===== config.mk =====
export PLATFORM = sky130hd
export DESIGN_NAME = input_debounce
export DESIGN_NICKNAME = d
export VERILOG_FILES = /design/src/rtl/ecs8_pkg.sv /design/src/rtl/debounce_bit.sv /design/src/rtl/input_debounce.sv
export SDC_FILE = /design/constraint.sdc
export NUM_CORES = 1
export LEC_CHECK = 0
export ABC_AREA = 1
export CORE_MARGIN = 5
export CORE_UTILIZATION = 45
export CTS_CLUSTER_DIAMETER = 50
export DETAILED_ROUTE_END_ITERATION = 6
export PLACE_DENSITY = 0.65
export RECOVER_POWER = 25
export SYNTH_ARGS = -nofsm -noshare
export SYNTH_HDL_FRONTEND = slang
export SYNTH_SLANG_ARGS = --single-unit
export TNS_END_PERCENT = 5

===== constraint.sdc =====
create_clock -name clk -period 1.6 [get_ports clk]
set_input_delay 0.32 -clock clk [delete_from_list [all_inputs] [get_ports clk]]
set_output_delay 0.32 -clock clk [all_outputs]
set_load 0.05 [all_outputs]

===== src/rtl/ecs8_pkg.sv =====
// Shared timing constants and helpers for the ECS8 board-input logic.
package ecs8_pkg;

  localparam int SYS_CLK_HZ       = 85196800;
  localparam int DEBOUNCE_TICK_US = 100;

  // Cycles per debounce tick, rounded to nearest: 85196.8 kHz * 100 us -> 8520.
  localparam int DEF_PRESCALE = (SYS_CLK_HZ / 1000 * DEBOUNCE_TICK_US + 500) / 1000;
  localparam int DEF_DEBOUNCE = 100;

  function automatic int clog2(input int value);
    int res;
    int v;
    res = 0;
    v   = value - 1;
    while (v > 0) begin
      res = res + 1;
      v   = v >> 1;
    end
    return res;
  endfunction

endpackage


===== src/rtl/debounce_bit.sv =====
// One input bit: two-flop synchroniser, tick-driven stability counter,
// stable level register and registered rise/fall pulses.
module debounce_bit
  import ecs8_pkg::*;
#(
  parameter int   DEBOUNCE = 3,
  parameter logic RST_BIT  = 1'b0
) (
  input  logic clk,
  input  logic rst,
  input  logic tick,
  input  logic raw,
  output logic stb,
  output logic rise,
  output logic fall
);

  localparam int                CNT_W    = clog2(DEBOUNCE + 1);
  localparam logic [CNT_W-1:0] CNT_LAST = CNT_W'(DEBOUNCE - 1);

  logic             s1;
  logic             s2;
  logic [CNT_W-1:0] cnt;

  // Stage boundary: asynchronous pin into the clock domain.
  always_ff @(posedge clk) begin
    if (rst) begin
      s1 <= RST_BIT;
      s2 <= RST_BIT;
    end else begin
      s1 <= raw;
      s2 <= s1;
    end
  end

  // Stage boundary: stability filter; any agreement restarts the count.
  always_ff @(posedge clk) begin
    if (rst) begin
      cnt  <= '0;
      stb  <= RST_BIT;
      rise <= 1'b0;
      fall <= 1'b0;
    end else begin
      rise <= 1'b0;
      fall <= 1'b0;
      if (s2 == stb) begin
        cnt <= '0;
      end else if (tick) begin
        if (cnt == CNT_LAST) begin
          cnt  <= '0;
          stb  <= s2;
          rise <= s2;
          fall <= ~s2;
        end else begin
          cnt <= cnt + CNT_W'(1);
        end
      end
    end
  end

endmodule


===== src/rtl/input_debounce.sv =====
// Debounce/edge-detect front end for the PIO inputs: shared prescaler,
// per-bit filters, sticky maskable change events and a single irq line.
module input_debounce
  import ecs8_pkg::*;
#(
  parameter int          DW       = 4,
  parameter int          PRESCALE = DEF_PRESCALE,
  parameter int          DEBOUNCE = DEF_DEBOUNCE,
  parameter logic [DW-1:0] RST_VAL = '0
) (
  input  logic          clk,
  input  logic          rst,
  input  logic [DW-1:0] in_raw,
  output logic [DW-1:0] in_stb,
  output logic [DW-1:0] rise,
  output logic [DW-1:0] fall,
  input  logic [DW-1:0] evt_mask,
  input  logic [DW-1:0] evt_clr,
  output logic [DW-1:0] evt,
  output logic          irq
);

  // A one-bit counter is kept even for PRESCALE=1 so the compare stays legal.
  localparam int                 PCNT_W    = (PRESCALE > 1) ? clog2(PRESCALE) : 1;
  localparam logic [PCNT_W-1:0] PCNT_LAST = PCNT_W'(PRESCALE - 1);

  logic [PCNT_W-1:0] pcnt;
  logic              tick;

  assign tick = (pcnt == PCNT_LAST);

  always_ff @(posedge clk) begin
    if (rst) begin
      pcnt <= '0;
    end else if (tick) begin
      pcnt <= '0;
    end else begin
      pcnt <= pcnt + PCNT_W'(1);
    end
  end

  for (genvar i = 0; i < DW; i++) begin : g_bit
    debounce_bit #(
      .DEBOUNCE (DEBOUNCE),
      .RST_BIT  (RST_VAL[i])
    ) u_bit (
      .clk  (clk),
      .rst  (rst),
      .tick (tick),
      .raw  (in_raw[i]),
      .stb  (in_stb[i]),
      .rise (rise[i]),
      .fall (fall[i])
    );
  end

  // Stage boundary: sticky events (a new edge beats a clear), then irq.
  always_ff @(posedge clk) begin
    if (rst) begin
      evt <= '0;
      irq <= 1'b0;
    end else begin
      evt <= (evt & ~evt_clr) | rise | fall;
      irq <= |(evt & evt_mask);
    end
  end

endmodule


==> impl_metrics.tcl <==
set metrics [dict create \
    outcome "finished clean" \
    clk_pin_slew_ns 0.08 \
    slowest_delay_ns 0.34 \
    nFillCells 707 \
    die-area_um2 9010 \
    final_cell_mix "114 x nand2_1, 86 x nor2_1, 67 x dfxtp_1" \
    antenna_cells 0 \
    clockRootBuffer "clkbuf_8" \
    vias 2993 \
    rows 31 \
    required_ns 1.84 \
    die_h_um 94.9 \
    final_common_cell "nand2_1" \
    yosys.area.top_type_share_pct 41.3 \
    overflow 0 \
    cp_slowest_cell "dfxtp_1" \
    worstPathArrival_ns 1.70 \
    critical_path.cell_chain "nor2_1, nand2_2, nor2_4, nand2_4, buf_4, xor2_1, nor2_1" \
    dr.pass1.iters 4 \
    routed_via_density 4.74 \
    path_class "reg -> reg" \
    syn_inst 479 \
    fin_crit_sh_pct 91.5 \
    crit_top_cell "nor2_1" \
    gp_congestion 0.868 \
    hp-class "reg -> reg" \
    power_leakage_nw 1.62 \
    wl_per_cell_um 10.9 \
    finalClockSkew_ns 0.00724 \
    cts_buffer_depth 2 \
    cts.sinks 67 \
    maxCapViolCount 0 \
    final_nets 546 \
    ys_seq_area_share_pct 41.3 \
    synth_cell_type_count 24 \
    grt_pass1_wl_um 11900 \
    period_needed_ns 1.46 \
    grt_pass1_vias 2848 \
    cts_made_buffers 9 \
    io_buffers 30 \
    htree_levels 3 \
    start_kind "flop" \
    synth_nets 498 \
    finalSetupViolations 0 \
    chipWidth_um 94.9 \
    drc 0 \
    initial_core_util_pct 45.5 \
    cp_max_fo 6 \
    fmax_ghz 0.683 \
    relSlewSlack_pct 47.5 \
    routed_wl_um 6890 \
    synth_area_leaders "dfxtp_1 41%, nand2_1 13%, nor2_1 9.9%" \
    place_hpwl_um 5220 \
    fin_util_pct 55.3 \
    slew_violations 0 \
    antenna_found_initial 0 \
    irDropWorstVdd_v 0.000431 \
    final_layout_size_suffix_gt1_share_pct 14.1 \
    tritoncts "built" \
    yosys_warnings 0 \
    total_power_mw 3.40 \
    ys_seq_elements 67 \
    p_per_area_nw_per_um2 861 \
    coreArea_um2 7140 \
    grt_max_degree 18 \
    netlist_area_um2 3250 \
    clk-insertion-delay-late_ns 0.35 \
    synth.largest_area_cell "dfxtp_1" \
    grtUsageTotal_pct 16.7 \
    cp-end-kind "flop" \
    dr.first_iter.drc_count 121 \
    hold_violations 0 \
    ant_nets 0 \
    area_delta_synth_final_pct 21.6 \
    synth.avg_cell_area_um2 6.78 \
    tightest_slew_ns 0.787 \
    io_pins 31 \
]
## state kept, by name (all words and copies together), names as in the netlist
| signal | flops |
|---|---|
| g_bit.u_bit.fall | 4 |
| evt | 4 |
| g_bit.u_bit.cnt | 28 |
| g_bit.u_bit.rise | 4 |
| irq | 1 |
| pcnt | 14 |
| g_bit.u_bit.s1 | 4 |
| g_bit.u_bit.s2 | 4 |
| g_bit.u_bit.stb | 4 |
## path summary, 6_finish.rpt
path                                                   start                                  to  slack [ns]  cells after the start
worst max register to register            pcnt[9]$_SDFF_PP0_  g_bit[3].u_bit.cnt[0]$_SDFFE_PP0N_        0.14                      7
worst min-delay path            g_bit[1].u_bit.s1$_SDFF_PP0_        g_bit[1].u_bit.s2$_SDFF_PP0_        0.40                      2
worst max-delay path                      pcnt[9]$_SDFF_PP0_  g_bit[3].u_bit.cnt[0]$_SDFFE_PP0N_        0.14                      7
worst min register to register  g_bit[1].u_bit.s1$_SDFF_PP0_        g_bit[1].u_bit.s2$_SDFF_PP0_        0.40                      2
## cells by family after synthesis
| logic type | synth area share, % |
|---|---|
| and+or+nand+nor | 37.4 |
| buffers and inverters | 11.8 |
| DFF | 41.3 |
| AOI/OAI and AO/OA | 5.20 |
| xor gates and xnor gates | 2.43 |
| adders and majority gates | 1.93 |
## synthesized netlist by cell type
cell type,instances
nand2_1,116
nor2_1,86
dfxtp_1,67
inv_1,64
nand3_1,47
a21oi_1,27
buf_4,12
nor3_1,11
xor2_1,9
nand4_1,7
or2_2,6
ha_1,5
o21ai_0,5
buf_6,3
nor2_4,3
buf_2,2
nor2_2,2
a41oi_1,1
buf_1,1
inv_2,1
nand2_2,1
nand2_4,1
nor3b_1,1
nor3b_2,1
## final cells by class
type / instances / area (um^2) / share of cell area (%)
Clock inverter: 6 / 88.8 / 2.25
Multi-Input combinational cell: 330 / 1540 / 39.0
Inverter: 65 / 244 / 6.18
Timing Repair Buffer: 54 / 474 / 12.0
Clock buffer: 10 / 138 / 3.49
Tap cell: 99 / 124 / 3.14
Sequential cell: 67 / 1340 / 34.0
## power by group
part	total, mW	internal (mW)	switching, mW	leakage (nW)
registers	1.69	1.68	0.0104	0.542
logic	0.104	0.0553	0.0491	0.970
clock network	1.60	0.919	0.682	0.108
total	3.40	2.66	0.741	1.62
## through the flow
stage	area [um^2]	setup slack (ns)	TNS, ns	instances	hold slack (ns)
2_1_floorplan	3250	0.239	0	479	0.388
3_3_place_gp	3710	0.0470	0	613	0.392
3_5_place_dp	3710	0.0348	0	613	0.395
4_1_cts	3940	0.0662	0	629	0.407
5_1_grt	3950	-0.00582	-0.00582	631	0.441
6_report	3950	0.136	0	631	0.405
## critical path, delay by kind of cell, from the launching register on
kind | cells | cell delay, ns
buffers and inverters | 1 | 0.17
flip-flops | 1 | 0.34
XOR/XNOR | 1 | 0.12
AND/OR/NAND/NOR | 5 | 0.72
## routing by layer
metal,GRT usage [%],part of all wire [%]
met1,19.5,46
met2,28.8,48
met3,3.43,3.3
met4,8.53,1.8
met5,0,0
## timing repair
item                                    CTS  global route
hold buffers                              0             0
resized for setup                         0             5
setup buffers                             0             1
endpoints found under the setup margin    0            32
Power figures use the tool's default switching activity.
